### src/rtl/fir_pkg.sv
// Shared configuration for the FIR MAC sequencer: default sizing, derived widths
// and the sequencer state encoding.
package fir_pkg;

    localparam int DATA_WIDTH    = 24;
    localparam int FIR_DEPTH     = 256;
    localparam int NUM_PIPELINES = 8;
    localparam int MAC_LATENCY   = 3;

    localparam int ADDR_W = $clog2(FIR_DEPTH);
    localparam int G      = FIR_DEPTH / NUM_PIPELINES;
    localparam int GRP_W  = (G > 1) ? $clog2(G) : 1;

    typedef enum logic [1:0] {
        ST_IDLE   = 2'd0,
        ST_ISSUE  = 2'd1,
        ST_DRAIN  = 2'd2,
        ST_OUTPUT = 2'd3
    } fir_state_e;

    function automatic bit is_pow2(input int value);
        return (value > 0) && ((value & (value - 1)) == 0);
    endfunction

endpackage

### src/rtl/fir_circ_ptr.sv
// Delay-line write pointer with modulo wrap, plus a saturating fill counter
// that reports when every delay-line entry has been written at least once.
module fir_circ_ptr
#(
    parameter int FIR_DEPTH = 256,
    localparam int ADDR_W = $clog2(FIR_DEPTH)
)
(
    input  logic              clk,
    input  logic              rst,
    input  logic              advance,
    output logic [ADDR_W-1:0] head,
    output logic              primed
);
    import fir_pkg::*;

    localparam logic [ADDR_W:0] FULL_COUNT = (ADDR_W + 1)'(FIR_DEPTH);

    logic [ADDR_W-1:0] head_r;
    logic [ADDR_W:0]   count_r;

    // Head wraps naturally because FIR_DEPTH is a power of two.
    always_ff @(posedge clk) begin
        if (rst) begin
            head_r  <= '0;
            count_r <= '0;
        end else if (advance) begin
            head_r <= head_r + ADDR_W'(1);
            if (count_r != FULL_COUNT) begin
                count_r <= count_r + (ADDR_W + 1)'(1);
            end
        end
    end

    assign head   = head_r;
    assign primed = (count_r == FULL_COUNT);

endmodule

### src/rtl/fir_mac_sequencer.sv
// Sequences one FIR evaluation per accepted sample: writes the delay line, issues
// tap groups to NUM_PIPELINES MAC lanes, waits for the MAC pipe, then hands off.
module fir_mac_sequencer
#(
    parameter int DATA_WIDTH    = fir_pkg::DATA_WIDTH,
    parameter int FIR_DEPTH     = fir_pkg::FIR_DEPTH,
    parameter int NUM_PIPELINES = fir_pkg::NUM_PIPELINES,
    parameter int MAC_LATENCY   = fir_pkg::MAC_LATENCY,
    localparam int ADDR_W = $clog2(FIR_DEPTH),
    localparam int GRP_W  = (FIR_DEPTH / NUM_PIPELINES > 1) ? $clog2(FIR_DEPTH / NUM_PIPELINES) : 1
)
(
    input  logic              i_clk,
    input  logic              i_rst,
    input  logic              i_en,
    input  logic              i_sample_valid,
    output logic              o_sample_ready,
    output logic              o_wr_en,
    output logic [ADDR_W-1:0] o_wr_addr,
    output logic              o_issue_valid,
    output logic [ADDR_W-1:0] o_samp_addr,
    output logic [GRP_W-1:0]  o_coef_addr,
    output logic              o_acc_clear,
    output logic              o_result_valid,
    input  logic              i_result_ready,
    output logic              o_busy,
    output logic              o_primed
);
    import fir_pkg::*;

    localparam int NUM_GRP = FIR_DEPTH / NUM_PIPELINES;
    localparam int DRN_W   = (MAC_LATENCY > 1) ? $clog2(MAC_LATENCY) : 1;

    localparam logic [GRP_W-1:0]  LAST_GRP   = GRP_W'(NUM_GRP - 1);
    localparam logic [DRN_W-1:0]  LAST_DRAIN = DRN_W'(MAC_LATENCY - 1);
    localparam logic [ADDR_W-1:0] LANE_STEP  = ADDR_W'(NUM_PIPELINES);

    if (!is_pow2(FIR_DEPTH) || FIR_DEPTH < 2) begin : g_bad_depth
        $error("FIR_DEPTH must be a power of two and at least 2");
    end
    if (NUM_PIPELINES < 1 || (FIR_DEPTH % NUM_PIPELINES) != 0) begin : g_bad_lanes
        $error("NUM_PIPELINES must divide FIR_DEPTH");
    end
    if (MAC_LATENCY < 1) begin : g_bad_latency
        $error("MAC_LATENCY must be at least 1");
    end
    if (DATA_WIDTH < 1) begin : g_bad_width
        $error("DATA_WIDTH must be at least 1");
    end

    fir_state_e        state_r;
    logic [GRP_W-1:0]  grp_r;
    logic [DRN_W-1:0]  drain_r;
    logic [ADDR_W-1:0] newest_r;
    logic              result_valid_r;

    logic [ADDR_W-1:0] head_s;
    logic              primed_s;
    logic              sample_ready_s;
    logic              accept_s;
    logic              issue_s;

    // Ready and issue are gated by i_en and i_rst so nothing is consumed while stalled or in reset.
    assign sample_ready_s = (state_r == ST_IDLE) && i_en && !i_rst;
    assign accept_s       = sample_ready_s && i_sample_valid;
    assign issue_s        = (state_r == ST_ISSUE) && i_en && !i_rst;

    fir_circ_ptr #(
        .FIR_DEPTH (FIR_DEPTH)
    ) u_circ_ptr (
        .clk     (i_clk),
        .rst     (i_rst),
        .advance (accept_s),
        .head    (head_s),
        .primed  (primed_s)
    );

    // Sequencer FSM; every register freezes while i_en is low.
    always_ff @(posedge i_clk) begin
        if (i_rst) begin
            state_r        <= ST_IDLE;
            grp_r          <= '0;
            drain_r        <= '0;
            newest_r       <= '0;
            result_valid_r <= 1'b0;
        end else if (i_en) begin
            case (state_r)
                ST_IDLE: begin
                    if (accept_s) begin
                        newest_r <= head_s;
                        grp_r    <= '0;
                        state_r  <= ST_ISSUE;
                    end
                end
                ST_ISSUE: begin
                    if (grp_r == LAST_GRP) begin
                        grp_r   <= '0;
                        drain_r <= '0;
                        state_r <= ST_DRAIN;
                    end else begin
                        grp_r <= grp_r + GRP_W'(1);
                    end
                end
                ST_DRAIN: begin
                    if (drain_r == LAST_DRAIN) begin
                        drain_r        <= '0;
                        result_valid_r <= 1'b1;
                        state_r        <= ST_OUTPUT;
                    end else begin
                        drain_r <= drain_r + DRN_W'(1);
                    end
                end
                ST_OUTPUT: begin
                    if (i_result_ready) begin
                        result_valid_r <= 1'b0;
                        state_r        <= ST_IDLE;
                    end
                end
                default: begin
                    result_valid_r <= 1'b0;
                    state_r        <= ST_IDLE;
                end
            endcase
        end
    end

    assign o_sample_ready = sample_ready_s;
    assign o_wr_en        = accept_s;
    assign o_wr_addr      = head_s;
    assign o_issue_valid  = issue_s;
    assign o_coef_addr    = grp_r;
    // Lane 0 of group g reads the sample g*NUM_PIPELINES positions older than the newest.
    assign o_samp_addr    = newest_r - (ADDR_W'(grp_r) * LANE_STEP);
    assign o_acc_clear    = issue_s && (grp_r == '0);
    assign o_result_valid = result_valid_r;
    assign o_busy         = (state_r != ST_IDLE);
    assign o_primed       = primed_s;

endmodule

### config.mk
export PLATFORM = sky130hd
export DESIGN_NAME = fir_mac_sequencer
export DESIGN_NICKNAME = d
export VERILOG_FILES = /design/src/rtl/fir_pkg.sv /design/src/rtl/fir_circ_ptr.sv /design/src/rtl/fir_mac_sequencer.sv
export SDC_FILE = /design/constraint.sdc
export NUM_CORES = 1
export LEC_CHECK = 0
export BUFFER_PORTS_ARGS = -buffer_cell sky130_fd_sc_hd__buf_2
export CAP_MARGIN = 15
export CORE_MARGIN = 8
export CORE_UTILIZATION = 30
export DETAILED_ROUTE_END_ITERATION = 10
export MAX_ROUTING_LAYER = met4
export SETUP_SLACK_MARGIN = 0.2
export SYNTH_ARGS = -nofsm -noshare
export SYNTH_HDL_FRONTEND = slang
export SYNTH_SLANG_ARGS = --single-unit
export TNS_END_PERCENT = 1
### constraint.sdc
create_clock -name i_clk -period 1.88 [get_ports i_clk]
set_input_delay 0.376 -clock i_clk [delete_from_list [all_inputs] [get_ports i_clk]]
set_output_delay 0.376 -clock i_clk [all_outputs]
set_load 0.02 [all_outputs]
==> results.md, run 1 <==
- Post-CTS clock slew at the launch and capture registers of the worst setup and hold paths: 0.07 ns
- Fraction of the mapped netlist area in compound gates: 0.114
- Main flop type after synthesis: dfxtp_1
- Area grow syn2layout: 34.3%
- CP Launch Type: flip-flop
- Maximum clock frequency: 461 MHz
- Max-slew headroom: 0.640
- Worst Hold Slack: 0.456 ns
- Multi-input combinational cell area: approximately 0.0012 mm^2
- GRT Util Overall: 0.105
- Setup Slack @ Placement: -0.0439 ns
- Transition time of the tightest slew-check pin: 0.527 ns
- Final estimated routing congestion in global placement: 0.796
- Cells along the critical path: inv_2 > ha_4 > inv_2 > fa_2 > a21o_1 > a21oi_2 > xnor2_2 > buf_4
- Average routed wire per standard cell: 13.2 um
- Total number of vias: 1569
- Vias per Instance: 4.74
- Mean instance size in the synthesized netlist: 8.60 um^2
- Power Dens Cells: 578 mW/mm^2
- Final worst-path cycle share: 1.15
- Number of nets with antenna violations after routing: 0
- Switching power: 0.000368 W
- TritonCTS clock tree: yes
- Warning count from the yosys run: 0
- Proportion of total power due to net switching: 0.257
- Clock period minus worst slack: 2.17 ns
- Post-synthesis sequential area ratio: 0.379
- Violations in the final reports: setup timing
- Max-cap violations: 0
- DIE AREA: about 0.0089 mm^2
- Distinct cells, synth: 39
- Clock skew after layout: 0.00569 ns
- Core Box Area: 0.00596 mm^2
- Number of endpoints failing setup at the final stage: 2
- Leakage component of the power: 0.989 nW
- Post-synth ARST share: 0
- Clock share of power: 0.362
- Worst Path Class, Setup: flip-flop to output port
- Max Transition Viols Final: 0
- Synth Area in Simple Gates: 0.232
- Die height: 94.5 um
- Worst hold path type: flip-flop to flip-flop
- Number of sinks on the clock net: 35
- Worst-Skew Late Latency: approximately 0.28 ns
- Vias in the first global route: 1529
- RSZ-0062 raised after global routing: yes
- Critical path fanouts, max: 2
- Pin count of the biggest net entering global routing: 31
- Crit path max-delay cell type: fa_2
- Htree depth: 2
- Worst EP required: around 1.5 ns
- Post-route worst setup slack: -0.291 ns
- Crit path max-delay family: adder cells
- Number of DRC markers in iteration 0: 145
- Largest family of logic cells by synthesized area: simple AND/OR/NAND/NOR gates
- Global-route wire length before repair: 7300 um
- Most area-hungry cell type in the Yosys netlist: dfxtp_1
- Synthesized netlist net count: 236
- Fraction of the mapped netlist area in adder cells: 0.112
- Total number of placement rows: 28
- Total length of routed wires: 4360 um
- Net count of the finished layout: 276
- Filler cells: 605
- Die boundary width: 94.5 um
- Effective utilization at floorplan: 0.310
- Ant diodes: 0
- Mux contribution to synthesized area: 0.0223
- Proportion of power drawn by combinational gates: 0.111
- TritonRoute pass-1 iters: 4
- Number of hold violations in the final report: 0
- Top-level I/O count: 33
- Clk Tree Root Cell: clkbuf_8
- CP arrival: 1.80 ns
- HPWL after detailed placement: 3150 um
- GRT Residual Overflow: 0
- Most common cell on crit path: inv_2
- Area used by sequential logic in the layout: 721 um^2
- Peak per-stage delay on the critical path: 0.36 ns
- Flip-flop and latch count after synthesis: 35
- Buffer and inverter count on the worst path: 3
- Leading post-synthesis cells by cell area: dfxtp_1 38%, ha_1 10%, a21oi_1 6.0%
- Clock tree buffer depth: 2
- Cell Int Power: around 0.0011 W
- Reg power frac: 0.527
- Netlist Area Pre-Place: between 0.0015 and 0.002 mm^2
- Layout cells sized above 1: 0.375
- Share of the synthesized netlist area taken by xor and xnor gates: 0.0806
- Result of the run: finished, violations left
- Antenna violations before repair: 0
- Area share of the leading cell type in the synthesized netlist: 0.379
- Synth Instances: 215
- Number of enable-type register cells in the synthesized netlist: 0
- Number of DRC violations after detailed routing: 0
- Element type at the critical path end: output port
- Port-buffer cells: 32
- Largest voltage drop on the vdd net: 257 uV
- Number of buffers inserted during clock tree synthesis: 5
placed cells by master (no fill, tap or decap), drive strengths merged, types with 4 or more instances in the layout:
cell type	synthesis	layout
buf	7	43
dfxtp	35	35
nand2	29	29
a21oi	22	22
nor2	17	17
inv	15	15
ha	15	15
xnor2	9	9
xor2	8	8
nand3	6	6
nand4	5	5
clkbuf	3	5
clkinv	1	4
stage by stage:
step           std cells  area (um^2)   util  power [W]  TNS [ns]
6_report             331         2480  0.417    0.00143    -0.395
5_1_grt              331         2480  0.417    0.00150    -0.735
4_1_cts              331         2420  0.407    0.00145    -0.478
3_5_place_dp         322         2180  0.366   0.000907   -0.0439
3_3_place_gp         322         2180  0.366   0.000904         0
2_1_floorplan        215         1900      -   0.000860         0
power groups by stage:
stage	clock network [W]	registers, W	logic, W
2_1_floorplan	0	0.000773	0.0000872
3_3_place_gp	0	0.000771	0.000134
3_5_place_dp	0	0.000771	0.000136
4_1_cts	0.000542	0.000755	0.000154
5_1_grt	0.000569	0.000756	0.000175
6_report	0.000519	0.000755	0.000159
per-layer routing:
metal / GRT usage / wire [um] / up-vias
met5: - / 0 / -
met4: 0.0312 / 19 / 0
met3: 0.0349 / 245 / 2
met2: 0.166 / 2190 / 17
met1: 0.123 / 1900 / 739
li1: - / - / 811
sequential cells by signal (all words and copies together) (netlist names):
register / flops
newest_r: 8
drain_r: 2
o_result_valid: 1
o_coef_addr: 5
state_r: 2
u_circ_ptr.head: 8
u_circ_ptr.count_r: 9
tightest hold or removal path, cell delays in order (launching register included):
cell and delay, ns:
dfxtp_1 0.31, nand2_1 0.05, a21oi_1 0.05
cell families (layout without fill, tap and decap cells):
family,after synthesis,after routing
AND/OR/NAND/NOR,83,83
flip-flops,35,35
AO/OA/AOI/OAI,34,34
buffers and inverters,26,67
XOR/XNOR,17,17
adder cells (fa/ha/maj),16,16
multiplexers,4,4
repair_timing:
| item | CTS | global route |
|---|---|---|
| gates resized for setup | 43 | 15 |
| endpoints found under the setup margin | 20 | 18 |
| pin swaps | 15 | 9 |
| buffers inserted | 1 | 0 |
| hold buffers | 0 | 0 |
final timing paths:
check | start | end | slack, ns | cells after the start
worst max-delay path | newest_r[3] | o_samp_addr[7] | -0.29 | 8
worst min-delay path | newest_r[1] | newest_r[1] | 0.46 | 2
worst max register to register | o_coef_addr[0] | o_coef_addr[2] | 0.09 | 7
worst min register to register | newest_r[1] | newest_r[1] | 0.46 | 2
cells in the mapped netlist, drive strengths merged (2+ instances only):
| cell | count |
|---|---|
| dfxtp | 35 |
| nand3 | 6 |
| nor3 | 3 |
| nor3b | 2 |
| and3 | 2 |
| and2 | 2 |
| clkbuf | 3 |
| o21ai | 3 |
| inv | 15 |
| nor4 | 2 |
| and4 | 2 |
| nand4 | 5 |
| ha | 15 |
| nor2 | 17 |
| xnor2 | 9 |
| or3 | 3 |
| nand2b | 3 |
| buf | 7 |
| nand3b | 2 |
| a31o | 2 |
| a21o | 2 |
| nand2 | 29 |
| a21oi | 22 |
| xor2 | 8 |
| mux2i | 3 |
area by class of cell:
type,instances,share of cell area
tap,75,0.0378
timing repair buffer,43,0.115
multi-input combinational,154,0.494
clock inverter,3,0.00605
clock buffer,5,0.0277
sequential,35,0.290
inverter,16,0.0287
Note: power is estimated with default switching activity, not from simulation.
==> inputs of run 2 (changes only) <==
--- a/config.mk
+++ b/config.mk
@@ -8,7 +8,7 @@
 export BUFFER_PORTS_ARGS = -buffer_cell sky130_fd_sc_hd__buf_2
 export CAP_MARGIN = 15
 export CORE_MARGIN = 8
-export CORE_UTILIZATION = 30
+export CORE_UTILIZATION = 35
 export DETAILED_ROUTE_END_ITERATION = 10
 export MAX_ROUTING_LAYER = met4
 export SETUP_SLACK_MARGIN = 0.2
==> results.md, run 2 (synthesized netlist as in run 1, its figures left out) <==
- Flip-flop count of the largest register after layout: 9 (unchanged)
- Buffer and inverter count on the worst path: 3 (unchanged)
- Peak per-stage delay on the critical path: 0.34 ns (was 0.36 ns)
- RSZ-0062 raised after global routing: yes (unchanged)
- Number of endpoints failing setup at the final stage: 3 (was 2)
- Number of buffers inserted during clock tree synthesis: 5 (unchanged)
- Min-Delay Path Depth: 2 (unchanged)
- Global-route wire length before repair: 6810 um (was 7300 um)
- Number of DRC violations after detailed routing: 0 (unchanged)
- GRT Residual Overflow: 0 (unchanged)
- Worst hold path type: primary input to flip-flop (was flip-flop to flip-flop)
- Post-CTS clock slew at the launch and capture registers of the worst setup and hold paths: 0.08 ns (was 0.07 ns)
- CP Launch Type: flip-flop (unchanged)
- Port-buffer cells: 32 (unchanged)
- Most frequent cells in the layout: 28 x nand2_1, 28 x dfxtp_1, 24 x buf_2 (was 28 x nand2_1, 27 x dfxtp_1, 24 x buf_2)
- Max Transition Viols Final: 0 (unchanged)
- Net count of the finished layout: 279 (was 276)
- Clk Tree Root Cell: clkbuf_8 (unchanged)
- Leakage component of the power: 0.990 nW (was 0.989 nW)
- Cells along the critical path: inv_2 > ha_4 > inv_2 > fa_2 > a21o_1 > a21oi_2 > xnor2_2 > buf_4 (unchanged)
- Total number of placement rows: 26 (was 28)
- CP arrival: 1.78 ns (was 1.80 ns)
- Share of the core filled with cells in the final layout: 0.483 (was 0.417)
- Number of DRC markers in iteration 0: 62 (was 145)
- Die height: 88.7 um (was 94.5 um)
- Critical path fanouts, max: 2 (unchanged)
- Total number of vias: 1566 (was 1569)
- Antenna violations before repair: 0 (unchanged)
- Vias in the first global route: 1489 (was 1529)
- Transition time of the tightest slew-check pin: 0.588 ns (was 0.527 ns)
- Clock period minus worst slack: 2.16 ns (was 2.17 ns)
- Htree depth: 2 (unchanged)
- Endpoint of the worst hold path: o_coef_addr[3] (was newest_r[1])
- Crit path max-delay family: adder cells (unchanged)
- Power Dens Cells: 613 mW/mm^2 (was 578 mW/mm^2)
- Final worst-path cycle share: 1.15 (about the same)
- Number of sinks on the clock net: 35 (unchanged)
- DIE AREA: 0.00786 mm^2 (was 0.00893 mm^2)
- Capture instance of the worst register-to-register path: o_coef_addr[2] (unchanged)
- Vias per Instance: 4.76 (was 4.74)
- Die boundary width: 88.7 um (was 94.5 um)
- Ant diodes: 0 (unchanged)
- Max-slew headroom: 0.598 (was 0.640)
- Most common cell on crit path: inv_2 (unchanged)
- Worst-Skew Late Latency: 0.29 ns (was 0.28 ns)
- GRT Util Overall: 0.112 (was 0.105)
- Effective utilization at floorplan: 0.362 (was 0.310)
- Clock tree buffer depth: 2 (unchanged)
- Total length of routed wires: 4050 um (was 4360 um)
- Maximum clock frequency: 463 MHz (was 461 MHz)
- Reg2reg path depth: 7 (unchanged)
- Top-level I/O count: 33 (unchanged)
- Pin count of the biggest net entering global routing: 31 (unchanged)
- Number of buffers inserted for hold repair after clock tree synthesis: 0 (unchanged)
- Layout cells sized above 1: 0.359 (was 0.375)
- Element type at the critical path end: output port (unchanged)
- Average routed wire per standard cell: 12.3 um (was 13.2 um)
- Final estimated routing congestion in global placement: 0.780 (was 0.796)
- Number of hold violations in the final report: 0 (unchanged)
- Area grow syn2layout: 33.4% (was 34.3%)
- HPWL after detailed placement: 2880 um (was 3150 um)
- Worst Path Class, Setup: flip-flop to output port (unchanged)
- Worst Hold Slack: 0.415 ns (was 0.456 ns)
- Launch instance of the worst min-delay path: i_rst (was newest_r[1])
- Worst EP required: 1.50 ns (about the same)
- Max-cap violations: 0 (unchanged)
- Post-route worst setup slack: -0.280 ns (was -0.291 ns)
- TritonRoute pass-1 iters: 4 (unchanged)
- Clock skew after layout: 0.0117 ns (was 0.00569 ns)
- TritonCTS clock tree: yes (unchanged)
- Overall power: 0.00151 W (was 0.00143 W)
- Filler cells: 527 (was 605)
- Core Box Area: 0.00511 mm^2 (was 0.00596 mm^2)
- Number of nets with antenna violations after routing: 0 (unchanged)
- Setup Slack @ Placement: -0.0262 ns (was -0.0439 ns)
- Largest voltage drop on the vdd net: 294 uV (was 257 uV)
- Crit path max-delay cell type: fa_2 (unchanged)
- Violations in the final reports: setup timing (unchanged)
- Largest register by flop count: u_circ_ptr.count_r (unchanged)
- Reg2Reg Launch Point: o_coef_addr[1] (was o_coef_addr[0])
- Result of the run: finished, violations left (unchanged)
- Register-to-Register Setup Slack: 0.09 ns (about the same)
## run 2: where the power goes
group | switching [W] | leakage (nW) | total [W] | internal, W
clock | 0.000272 | 0.0505 | 0.000605 | 0.000333
sequential | 0.00000858 | 0.287 | 0.000753 | 0.000744
combinational | 0.0000899 | 0.653 | 0.000155 | 0.0000650
## run 2: worst max path at each step
stage | to | slack, ns | start | cells after the start
floorplan | o_samp_addr[7] | 0.07 | o_coef_addr[0] | 6
global placement | o_samp_addr[7] | 0.0001 | newest_r[3] | 8
detailed placement | o_samp_addr[7] | -0.03 | newest_r[3] | 8
CTS | o_samp_addr[7] | -0.30 | newest_r[3] | 8
global route | o_samp_addr[7] | -0.36 | newest_r[3] | 8
finish | o_samp_addr[7] | -0.28 | newest_r[3] | 8
## run 2: repair_timing
action / CTS / global route
pin swaps: 14 / 7
cloned: 0 / 0
endpoints found under the setup margin: 20 / 19
resized for setup: 41 / 9
buffers inserted: 4 / 0
## run 2: cell type report
cell class,count,area [um^2],area share
clock inverters,1,7.51,0.00304
multi-input cells,154,1170,0.476
clock buffers,7,96.3,0.0391
inverters,16,68.8,0.0279
flip-flops and latches,35,719,0.292
repair buffers,46,313,0.127
well taps,70,87.6,0.0355
## run 2: stage by stage
| step | setup TNS (ns) | instance area [um^2] | instances |
|---|---|---|---|
| 3_3_place_gp | 0 | 2170 | 317 |
| 2_1_floorplan | 0 | 1900 | 215 |
| 5_1_grt | -0.789 | 2470 | 329 |
| 3_5_place_dp | -0.0262 | 2170 | 317 |
| 4_1_cts | -0.553 | 2430 | 329 |
| 6_report | -0.510 | 2470 | 329 |
## run 2: routing by layer
metal,GRT usage,vias to the layer above,share of wire
li1,-,817,-
met3,0.0344,4,0.050
met5,-,-,0
met2,0.181,21,0.49
met1,0.128,724,0.45
met4,0.0369,0,0.0086
==> inputs of run 3 (changes only) <==
==> constraint.sdc (replaced) <==
create_clock -name i_clk -period 1.88 [get_ports i_clk]
set_input_delay 0.282 -clock i_clk [delete_from_list [all_inputs] [get_ports i_clk]]
set_output_delay 0.282 -clock i_clk [all_outputs]
set_load 0.02 [all_outputs]
==> results.md, run 3 (synthesized netlist as in run 1, its figures left out) <==
- Post-route cell area: 0.00248 mm^2 (was 0.00247 mm^2)
- Layout cells sized above 1: 0.373 (was 0.359)
- Proportion of total power due to net switching: 0.236 (was 0.245)
- Transition time of the tightest slew-check pin: 0.480 ns (was 0.588 ns)
- Post-route worst setup slack: -0.229 ns (was -0.280 ns)
- Launch instance of the worst min-delay path: i_en (was i_rst)
- CP arrival: 1.83 ns (was 1.78 ns)
- TritonRoute pass-1 iters: 4 (unchanged)
- Number of buffers inserted for hold repair after clock tree synthesis: 0 (unchanged)
- Clock tree buffer depth: 2 (unchanged)
- TritonCTS clock tree: yes (unchanged)
- Clock period minus worst slack: 2.11 ns (was 2.16 ns)
- Number of hold violations in the final report: 0 (unchanged)
- Final worst-path cycle share: 1.12 (was 1.15)
- Setup tns final: -0.229 ns (was -0.510 ns)
- Setup Slack @ Placement: 0.0296 ns (was -0.0262 ns)
- Global-route wire length before repair: 7280 um (was 6810 um)
- Switching power: 0.000381 W (was 0.000370 W)
- Worst EP required: 1.60 ns (was 1.50 ns)
- Worst Path Class, Setup: flip-flop to output port (unchanged)
- Post-route insts no fill: 322 (was 329)
- Htree depth: 2 (unchanged)
- Largest voltage drop on the vdd net: 269 uV (was 294 uV)
- Number of sinks on the clock net: 35 (unchanged)
- Largest register by flop count: u_circ_ptr.count_r (unchanged)
- Worst-Skew Late Latency: 0.29 ns (about the same)
- Crit path max-delay cell type: dfxtp_4 (was fa_2)
- Number of DRC markers in iteration 0: 68 (was 62)
- Power Dens Cells: 651 mW/mm^2 (was 613 mW/mm^2)
- DIE AREA: 0.00786 mm^2 (unchanged)
- Most frequent cells in the layout: 28 x nand2_1, 28 x dfxtp_1, 25 x buf_2 (was 28 x nand2_1, 28 x dfxtp_1, 24 x buf_2)
- Area grow syn2layout: 34.5% (was 33.4%)
- Cell Int Power: 0.00124 W (was 0.00114 W)
- Post-Place Cells: 313 (was 317)
- Total length of routed wires: 4360 um (was 4050 um)
- Reg2Reg Launch Point: o_coef_addr[0] (was o_coef_addr[1])
- Element type at the critical path end: output port (unchanged)
- Endpoint of the worst hold path: drain_r[1] (was o_coef_addr[3])
- Clock skew after layout: 0.00801 ns (was 0.0117 ns)
- Net count of the finished layout: 272 (was 279)
- HPWL after detailed placement: 2970 um (was 2880 um)
- Total number of placement rows: 26 (unchanged)
- Maximum clock frequency: 474 MHz (was 463 MHz)
- Clk Tree Root Cell: clkbuf_8 (unchanged)
- Max Transition Viols Final: 0 (unchanged)
- GRT Residual Overflow: 0 (unchanged)
- Core Box Area: 0.00511 mm^2 (unchanged)
- Vias in the first global route: 1565 (was 1489)
- Worst hold path type: primary input to flip-flop (unchanged)
- Share of the core filled with cells in the final layout: 0.487 (was 0.483)
- Min-Delay Path Depth: 4 (was 2)
- Final estimated routing congestion in global placement: 0.775 (was 0.780)
- Post-CTS clock slew at the launch and capture registers of the worst setup and hold paths: 0.08 ns (about the same)
- Flip-flop count of the largest register after layout: 9 (unchanged)
- GRT Util Overall: 0.121 (was 0.112)
- Area post-placement: 0.00214 mm^2 (was 0.00217 mm^2)
- Vias per Instance: 4.86 (was 4.76)
- Number of buffers inserted during clock tree synthesis: 5 (unchanged)
- Number of nets with antenna violations after routing: 0 (unchanged)
- Max-slew headroom: 0.679 (was 0.598)
- Capture instance of the worst register-to-register path: o_coef_addr[2] (unchanged)
- Reg power frac: 0.466 (was 0.498)
- Result of the run: finished, violations left (unchanged)
- Die height: 88.7 um (unchanged)
- Peak per-stage delay on the critical path: 0.37 ns (was 0.34 ns)
- Ant diodes: 0 (unchanged)
- Register-to-Register Setup Slack: 0.08 ns (was 0.09 ns)
- CP Launch Type: flip-flop (unchanged)
- Average routed wire per standard cell: 13.5 um (was 12.3 um)
- Violations in the final reports: setup timing (unchanged)
- RSZ-0062 raised after global routing: yes (unchanged)
- Top-level I/O count: 33 (unchanged)
- Number of endpoints failing setup at the final stage: 1 (was 3)
- Antenna violations before repair: 0 (unchanged)
- Port-buffer cells: 32 (unchanged)
- Cells along the critical path: ha_4 > inv_2 > fa_2 > a21o_1 > a21oi_2 > xnor2_2 > buf_4 (was inv_2 > ha_4 > inv_2 > fa_2 > a21o_1 > a21oi_2 > xnor2_2 > buf_4)
- Clock share of power: 0.437 (was 0.400)
- Critical path fanouts, max: 2 (unchanged)
- Filler cells: 507 (was 527)
- Effective utilization at floorplan: 0.362 (unchanged)
- Die boundary width: 88.7 um (unchanged)
- Leakage component of the power: 0.998 nW (was 0.990 nW)
- Max-cap violations: 0 (unchanged)
- Reg2reg path depth: 7 (unchanged)
- Proportion of power drawn by combinational gates: 0.096 (was 0.102)
- Pin count of the biggest net entering global routing: 24 (was 31)
- Number of DRC violations after detailed routing: 0 (unchanged)
- Total number of vias: 1565 (was 1566)
[run 3: power by group through the flow]
stage          sequential, W  clock, W  combinational [W]
2_1_floorplan       0.000771         0          0.0000911
3_3_place_gp        0.000769         0           0.000130
3_5_place_dp        0.000770         0           0.000132
4_1_cts             0.000754  0.000727           0.000148
5_1_grt             0.000755  0.000760           0.000171
6_report            0.000754  0.000708           0.000155
[run 3: cell type report]
| cell class | instances | area (um^2) | area share |
|---|---|---|---|
| Clock buffer | 6 | 82.6 | 0.0332 |
| Clock inverter | 2 | 35.0 | 0.0141 |
| Inverter | 16 | 67.6 | 0.0272 |
| Multi-Input combinational cell | 154 | 1240 | 0.499 |
| Sequential cell | 35 | 717 | 0.289 |
| Tap cell | 70 | 87.6 | 0.0352 |
| Timing Repair Buffer | 39 | 254 | 0.102 |
[run 3: timing repair]
action / in CTS / in global routing
pin swaps: 18 / 15
endpoints found under the setup margin: 21 / 23
buffers inserted: 1 / 0
gates resized for setup: 40 / 18
[run 3: metal layers]
| metal | GRT usage | vias up | share of wire |
|---|---|---|---|
| met4 | 0.0415 | 0 | 0.012 |
| met5 | - | - | 0 |
| li1 | - | 800 | - |
| met1 | 0.138 | 738 | 0.44 |
| met3 | 0.0371 | 5 | 0.052 |
| met2 | 0.196 | 22 | 0.49 |
[run 3: worst max path at each step]
stage,slack (ns),end,from,cells past startpoint
floorplan,0.13,o_acc_clear,state_r[1],4
global placement,0.06,o_samp_addr[7],o_coef_addr[0],7
CTS,-0.23,o_samp_addr[7],newest_r[3],8
detailed placement,0.03,o_samp_addr[7],o_coef_addr[0],7
finish,-0.23,o_samp_addr[7],o_coef_addr[0],7
global route,-0.31,o_samp_addr[7],newest_r[3],8
[run 3: worst max-delay path: cells and delay by family (launching register included)]
kind / cells / cell delay [ns]
DFF: 1 / 0.37
xor gates and xnor gates: 1 / 0.13
buffers and inverters: 2 / 0.19
AOI/OAI and AO/OA: 2 / 0.35
adders and majority gates: 2 / 0.49
[run 3: through the flow]
stage / hold WS (ns) / power, W
final: 0.413 / 0.00162
after global routing: 0.444 / 0.00169
after CTS: 0.398 / 0.00163
after detailed placement: 0.445 / 0.000901
after global placement: 0.441 / 0.000899
after floorplan: 0.436 / 0.000862
